File: config.mk
export PLATFORM = sky130hd
export DESIGN_NAME = sseg_scan_driver
export DESIGN_NICKNAME = d
export VERILOG_FILES = /design/src/rtl/sseg_scan_driver.sv
export SDC_FILE = /design/constraint.sdc
export NUM_CORES = 1
export LEC_CHECK = 0
export CAP_MARGIN = 20
export CORE_AREA = 2 2 70 72
export CTS_BUF_LIST = sky130_fd_sc_hd__clkbuf_4 sky130_fd_sc_hd__clkbuf_8 sky130_fd_sc_hd__clkbuf_16
export DETAILED_ROUTE_END_ITERATION = 6
export DIE_AREA = 0 0 72 74
export PLACE_DENSITY = 0.82
export SLEW_MARGIN = 10
export SYNTH_ARGS = -nofsm -noshare
export SYNTH_HDL_FRONTEND = slang
export SYNTH_SLANG_ARGS = --single-unit
export TNS_END_PERCENT = 1
File: constraint.sdc
create_clock -name clk -period 2.4 [get_ports clk]
set_input_delay 0.24 -clock clk [delete_from_list [all_inputs] [get_ports clk]]
set_output_delay 0.24 -clock clk [all_outputs]
set_load 0.02 [all_outputs]
File: src/rtl/sseg_scan_driver.sv
// -----------------------------------------------------------------------------
// sseg_scan_driver
//
// Time-multiplexed scan driver for a 4-digit seven-segment display.
// The display value is latched once per frame, so the digits of one frame
// always come from the same number. The driver sends the latched value and
// the current digit index to an external combinational hex encoder. It
// registers the returned segment code and steps through the digit anodes.
// Every digit slot starts with a short all-dark gap that suppresses ghosting.
// The block also does leading-zero blanking and per-digit decimal points.
//
// Parameters
//   DIV           clk cycles per digit slot (blank gap + on-time), > BLANK_CYCLES
//   BLANK_CYCLES  dark cycles at the start of each slot, >= 2
//
// Ports
//   clk         system clock, rising edge
//   rst_n       asynchronous active-low reset
//   en          scan enable; low blanks the display and restarts scanning
//   number[13:0] value to display
//   lzb         leading-zero blanking enable
//   dp[3:0]     decimal point per digit (dp[k] lit with digit k)
//   code[7:0]   segment code from the encoder for (num_out, digit); [6:0] used
//   num_out[13:0] frame-latched number to the encoder
//   digit[1:0]  current digit index to the encoder, 0 = least significant
//   seg[7:0]    active-high segments, [6:0] = g..a, [7] = dp
//   an[3:0]     active-low digit anodes
//   frame_tick  one-cycle pulse after num_out has loaded a new frame value
//   ovf         high while num_out > 9999
// -----------------------------------------------------------------------------
module sseg_scan_driver #(
   parameter int DIV          = 50000,
   parameter int BLANK_CYCLES = 500
) (
   input  logic        clk,
   input  logic        rst_n,
   input  logic        en,
   input  logic [13:0] number,
   input  logic        lzb,
   input  logic [3:0]  dp,
   input  logic [7:0]  code,
   output logic [13:0] num_out,
   output logic [1:0]  digit,
   output logic [7:0]  seg,
   output logic [3:0]  an,
   output logic        frame_tick,
   output logic        ovf
);

   localparam int CW = $clog2(DIV);
   localparam logic [CW-1:0] CNT_MAX  = CW'(DIV - 1);
   localparam logic [CW-1:0] BLANK_M1 = CW'(BLANK_CYCLES - 1);

   typedef enum logic {PH_BLANK, PH_ON} phase_t;

   logic [CW-1:0] cnt_q,   cnt_d;
   logic [1:0]    d_q,     d_d;
   phase_t        phase_q, phase_d;
   logic [13:0]   num_q,   num_d;
   logic [7:0]    seg_q,   seg_d;
   logic          tick_q,  tick_d;
   logic          lead_zero;

   // The decimal point comes from dp, so bit 7 of the encoder output is not used.
   logic unused_code7;
   assign unused_code7 = code[7];

   // A digit above 0 is a leading zero when the frame value has fewer
   // significant digits than its position.
   always_comb begin
      lead_zero = 1'b0;
      case (d_q)
         2'd1:    lead_zero = (num_q < 14'd10);
         2'd2:    lead_zero = (num_q < 14'd100);
         2'd3:    lead_zero = (num_q < 14'd1000);
         default: lead_zero = 1'b0;
      endcase
   end

   // Next-state logic for the slot counter, digit, phase and data registers.
   always_comb begin
      // NOTE: every variable gets a default before any branch so no latch is inferred.
      cnt_d   = cnt_q;
      d_d     = d_q;
      phase_d = phase_q;
      num_d   = num_q;
      seg_d   = seg_q;
      tick_d  = 1'b0;

      if (!en) begin
         // Disabled: park at the start of a frame, dark, and track number
         // so the first frame after enable shows the current value.
         cnt_d   = '0;
         d_d     = 2'd0;
         phase_d = PH_BLANK;
         seg_d   = 8'h00;
         num_d   = number;
      end else begin
         if (d_q == 2'd0 && cnt_q == '0) begin
            num_d  = number;
            tick_d = 1'b1;
         end

         if (cnt_q == CNT_MAX) begin
            cnt_d   = '0;
            d_d     = d_q + 2'd1;
            phase_d = PH_BLANK;
         end else begin
            cnt_d = cnt_q + CW'(1);
         end

         // Capture on the last blank cycle. digit and num_out were stable for
         // the whole gap, so the encoder output has settled.
         if (cnt_q == BLANK_M1) begin
            phase_d = PH_ON;
            seg_d   = {dp[d_q], (lzb && lead_zero) ? 7'd0 : code[6:0]};
         end
      end
   end

   // NOTE: sequential state uses non-blocking assignments so every register samples pre-edge values.
   always_ff @(posedge clk or negedge rst_n) begin
      if (!rst_n) begin
         cnt_q   <= '0;
         d_q     <= 2'd0;
         phase_q <= PH_BLANK;
         num_q   <= 14'd0;
         seg_q   <= 8'h00;
         tick_q  <= 1'b0;
      end else begin
         cnt_q   <= cnt_d;
         d_q     <= d_d;
         phase_q <= phase_d;
         num_q   <= num_d;
         seg_q   <= seg_d;
         tick_q  <= tick_d;
      end
   end

   // The outputs are gated only by register values. The digit changes only
   // while phase is BLANK, so the anodes and segments stay dark across it.
   assign digit      = d_q;
   assign num_out    = num_q;
   assign frame_tick = tick_q;
   assign ovf        = (num_q > 14'd9999);
   assign an         = (phase_q == PH_ON) ? ~(4'b0001 << d_q) : 4'b1111;
   assign seg        = (phase_q == PH_ON) ? seg_q : 8'h00;

endmodule

## After elaboration in Yosys (flattened, before gate mapping)

Index checks and enable logic that the tools add are counted.

- Flip-flop bits (word level): 42
- Bits of input ports: 30
- Output and inout port bits: 30
- Logic and storage cells: 47

- Add/subtract/negate cells: 2
- $lt $le $gt $ge: 5
- Eq/ne operators: 9
- Shift operators: 1
- Mux-type cells: 19
- Bitwise operators: 1
- Reduce and logical (&&, ||, !) cells: 4

Operators by type and width:

| kind | number |
|---|---|
| 16-bit 2-to-1 mux | 2 |
| 14-bit 2-to-1 mux | 2 |
| 8-bit 2-to-1 mux | 3 |
| 16-bit by 1-bit adder with 16-bit output, second input constant | 1 |
| 16-bit equality test, second input constant | 1 |
| 16-bit by 9-bit equality test with 1-bit output, second input constant | 1 |
| 16-bit zero test | 1 |
| 14-bit > comparator, second input constant | 1 |
| 14-bit by 10-bit < comparator with 1-bit output, second input constant | 1 |
| 14-bit by 4-bit < comparator with 1-bit output, second input constant | 1 |
| 14-bit by 7-bit < comparator with 1-bit output, second input constant | 1 |
| 7-bit 2-to-1 mux | 1 |
| 1-bit 2-to-1 mux | 6 |
| 2-bit by 1-bit != test with 1-bit output, second input constant | 3 |
| 2-bit equality test, second input constant | 2 |
| 2-bit 2-to-1 mux | 2 |
| 4-bit 2-to-1 mux | 1 |
| 4-bit NOT | 1 |
| 1-bit by 2-bit << shifter with 4-bit output, first input constant | 1 |
| 2-bit by 3-bit < comparator with 1-bit output, second input constant | 1 |
| 3-bit by 1-bit != test with 1-bit output, second input constant | 1 |
| 1-bit case mux with 3 select lines | 1 |
| 2-bit by 1-bit adder with 2-bit output, second input constant | 1 |
| 1-bit binary-select mux with 2-bit select | 1 |
| 3 further kinds | 4 |

## Logic depth before layout (Yosys ltp)

- Word-level depth: 6
- Mapped depth: 8

## Worst setup path after synthesis

No wires, ideal clock.

- Path kind: flip-flop to flip-flop
- Start: reg d_q[0] (netlist: digit[0])
- End: reg num_q[0] (netlist: num_out[0])
- Library setup time: 0.125 ns
- Data arrival time: 2.034 ns
- Required time: 2.275 ns
- Slack: 0.241 ns
- Stages on the path, launching flop included: 8
- Path through: dfrtp_1 > inv_1 > ha_1 > nor4bb_1 > nand2_1 > o41ai_4 > buf_6 > mux2_2

- Longest elaborated chain between the ends: 3

RTL lines:

| what | RTL line | source |
|---|---|---|
| start: declaration | 57 | `logic [1:0] d_q, d_d;` |
| start signal: assignment | 125 | `d_q <= 2'd0;` |
| start signal: assignment | 132 | `d_q <= d_d;` |
| 2-bit zero test | 99 | `if (d_q == 2'd0 && cnt_q == '0) begin` |
| 1-bit logical AND | 99 |  |
| 2-bit by 1-bit != test with 1-bit output (no source line) | n/a |  |
| end signal: assignment | 134 | `num_q <= num_d;` |
| end: declaration | 59 | `logic [13:0] num_q, num_d;` |

No other way between the ends.
A chain may end at the register's enable or synchronous reset.

## Worst setup path after layout

- Start: reg d_q[0] (netlist: digit[0])
- End: reg num_q[6] (netlist: num_out[6])

The elaborated chain is that of the path after synthesis.

==> results <==
[routing by layer]
metal	wire length, um	vias up	track usage, %	share of wire (%)
met2	2180	46	30.0	48
met1	2010	783	24.5	44
met3	280	7	5.83	6.2
met5	0	-	0	0
li1	-	783	-	-
met4	63	0	5.66	1.4
[per-stage QoR]
stage	hold WS (ns)	cell area, um^2	std cells	setup WS [ns]	util, %
floorplan	-0.0556	2100	186	0.241	-
global placement	0.419	2730	296	0.346	59.4
detailed placement	0.425	2730	296	0.328	59.4
CTS	0.108	2850	304	0.299	61.9
global route	0.148	2850	304	0.183	61.9
finish	0.0711	2850	304	0.321	61.9
[sequential cells by signal (all words and copies together) (netlist names)]
signal	flops
phase_q	1
seg_q	8
cnt_q	16
frame_tick	1
num_out	14
digit	2
[cells by family (layout without fill, tap and decap cells)]
group,count (synthesis),count (layout),share of synthesized area (%)
flip-flops,42,42,50.1
XOR/XNOR,15,15,6.26
multiplexers,17,17,9.54
AND/OR/NAND/NOR,78,78,20.0
adder cells (fa/ha/maj),7,7,4.17
buffers and inverters,11,75,2.74
AO/OA/AOI/OAI,16,16,7.22
[report_power, final]
part / internal (W) / switching [W]
sequential: 0.000740 / 0.0000360
clock: 0.000322 / 0.000242
combinational: 0.000141 / 0.000113
[area by class of cell]
cell class	count	area (um^2)	share of cell area (%)
well taps	54	67.6	2.37
multi-input cells	133	990	34.8
flip-flops and latches	42	1050	36.9
inverters	5	18.8	0.659
clock inverters	2	37.5	1.32
repair buffers	62	606	21.3
clock buffers	6	76.3	2.68
[worst register-to-register path, cell delays in order (launching register included)]
cell and delay [ns]:
sky130_fd_sc_hd__dfrtp_1 0.39, sky130_fd_sc_hd__inv_1 0.12, sky130_fd_sc_hd__ha_1 0.18, sky130_fd_sc_hd__nor4bb_1 0.27
sky130_fd_sc_hd__nand2_1 0.15, sky130_fd_sc_hd__o41ai_4 0.21, sky130_fd_sc_hd__buf_4 0.27, sky130_fd_sc_hd__mux2_2 0.37
[final timing paths]
kind                       slack, ns  depth (start not counted)            startpoint                      end
setup / recovery                0.32                          7  digit[0]$_DFFE_PN0P_   num_out[6]$_DFFE_PN0P_
hold / removal                  0.07                          1                 rst_n  num_out[13]$_DFFE_PN0P_
max in group asynchronous       1.76                          1                 rst_n  num_out[12]$_DFFE_PN0P_
setup reg to reg                0.32                          7  digit[0]$_DFFE_PN0P_   num_out[6]$_DFFE_PN0P_
min in group clk                0.49                          1  seg_q[4]$_DFFE_PN0P_     seg_q[4]$_DFFE_PN0P_
hold reg to reg                 0.49                          1  seg_q[4]$_DFFE_PN0P_     seg_q[4]$_DFFE_PN0P_
[placed cells by master (no fill, tap or decap), drive strengths merged, types with 2 or more instances in the layout]
master and instances:
xor2 6, or4 3, mux2 14, inv 5
nand2 12, nand4 7, o21ai 3, mux2i 2
nor3 5, and3 5, ha 7, nand2b 2
dfrtp 42, clkbuf 6, and2 11, nor2 21
a32o 7, xnor2 9, buf 5, nand3 7
nor2b 2, clkdlybuf4s50 57
==> out/summary.log <==
[sta] sum of negative setup slack 0 ns
[drt] number of antenna-violating nets in the routed design 0
[floorplanning] Total Die Area 0.00533 mm^2
[clock_network] clock slew at the register clock pins of the worst setup and hold paths 0.09 ns
[power] total power divided by cell area 560 mW/mm^2
[yosys] EDFF count, synth 0
[finish] Synth-to-Final Area Change 35.7%
[drt] detailed-route wire length per cell 14.9 um
[yosys] top flip-flop cell by instance count after synthesis sky130_fd_sc_hd__dfrtp_1
[sta] clock tree skew after final layout 0.0148 ns
[yosys] most common cell in the netlist sky130_fd_sc_hd__dfrtp_1
[clock_network] Clock Tree Root sky130_fd_sc_hd__clkbuf_8
[yosys] number of warnings issued by yosys 0
[floorplanning] Initial Utilization 45.6%
[floorplanning] Core Box Area 0.00460 mm^2
[clock_network] # clock sinks 42
[sta] Tcrit/Tclk final 86.6%
[setup_path] nature of the critical path startpoint flip-flop
[drt] drt total wl 4530 um
[clock_network] Gates resized, CTS repair 0
[yosys] cell type with the largest total area after synthesis sky130_fd_sc_hd__dfrtp_1
[clock_network] hold-fix buffers at CTS 0
[drt] Avg Vias per Cell 5.33
[sta] setup repair after global routing missed its margin false
[yosys] Avg Cell Area, Syn 11.3 um^2
[grt] number of antenna violations at the first check in global routing 0
[place] Port Buf Inserts 58
[power] static power due to leakage 1.20 nW
[place] routability-driven placement congestion ratio 0.893
[grt] overall overflow remaining after global route 0
[drt] detailed-router iteration count before antenna repair 4
[floorplanning] overall die width 72 um
[drt] iteration-0 DRC count of the detailed router 129
[yosys] Synth Instances 186
[sta] number of endpoints with negative hold slack in the final report 0
[grt] pin count of the biggest net entering global routing 43
[finish] layout cell share with drive strength beyond 1 14.4%
[floorplanning] io pins 60
[setup_path] slowest library cell on the worst path sky130_fd_sc_hd__dfrtp_1
[yosys] number of distinct library cells after synthesis 36
[yosys] number of synthesized register bits 42
[setup_path] Worst Path Arrival 2.26 ns
[setup_path] buffering stage count on the worst path with inverters included 2
[setup_path] maximum cell stage delay along the critical path 0.39 ns
[yosys] leading post-synthesis cells by instance count sky130_fd_sc_hd__dfrtp_1 (42), sky130_fd_sc_hd__nor2_1 (21), sky130_fd_sc_hd__mux2_2 (14), sky130_fd_sc_hd__nand2_1 (11), sky130_fd_sc_hd__and2_1 (10)
[clock_network] Setup Fix Bufs, Post-CTS 0
[grt] number of global-route vias before repair 1584
[clock_network] CTS H-tree lvls 2
[yosys] Post-Synthesis Net Count 223
[setup_path] Worst Path Class, Setup reg2reg
[sta] Achievable Freq 0.481 GHz
[place] detailed-placement wirelength estimate 3300 um
[setup_path] WP data required 2.58 ns
[power] total design power 0.00159 W
[yosys] combined area of all synthesized cells 0.00210 mm^2
[sta] transition time at the pin with the least slew margin 0.906 ns
[setup_path] kind of capture point of the worst setup path flip-flop
[yosys] sequential cell area fraction in the yosys report 50.1%
[floorplanning] row count 25
[clock_network] maximum root-to-sink buffer count 2
[yosys] fraction of registers with async set/reset 100%
[grt] GRT Util Overall 18.7%
[sta] number of setup violations in the final report 0
[setup_path] Max FO, Critical Path 14
[sta] final period demand of the worst path 2.08 ns
[power] worst voltage drop across the vdd grid 0.319 mV
[finish] final net count 286
[yosys] Synth area leaders sky130_fd_sc_hd__dfrtp_1 (50%), sky130_fd_sc_hd__mux2_2 (7.5%), sky130_fd_sc_hd__ha_1 (4.2%), sky130_fd_sc_hd__nor2_1 (3.8%), sky130_fd_sc_hd__xnor2_1 (3.8%)
[finish] ant diodes 0
[clock_network] TritonCTS clock tree built
[finish] Fill cells 373
[sta] count of final max-slew check failures 0
[clock_network] Clk Latency, worst-skew pair 0.30 ns
[drt] DRC Markers 0
[yosys] area fraction of the dominant cell type after synthesis 50.1%
[clock_network] total CTS buffers 5
[sta] worst slew margin relative to its limit 39.6%
[floorplanning] die extent in y 74 um
[job] max-capacitance violation count 0
[min_path] worst min-delay path category in2async
[grt] global-route wire length before repair 7600 um
[drt] total number of vias 1619
[setup_path] Worst path top cell family by delay simple AND/OR/NAND/NOR gates
[setup_path] critical-path cell list inv_1 -> ha_1 -> nor4bb_1 -> nand2_1 -> o41ai_4 -> buf_4 -> mux2_2
[outcome] run status finished clean
(Power assumes the default switching activity.)
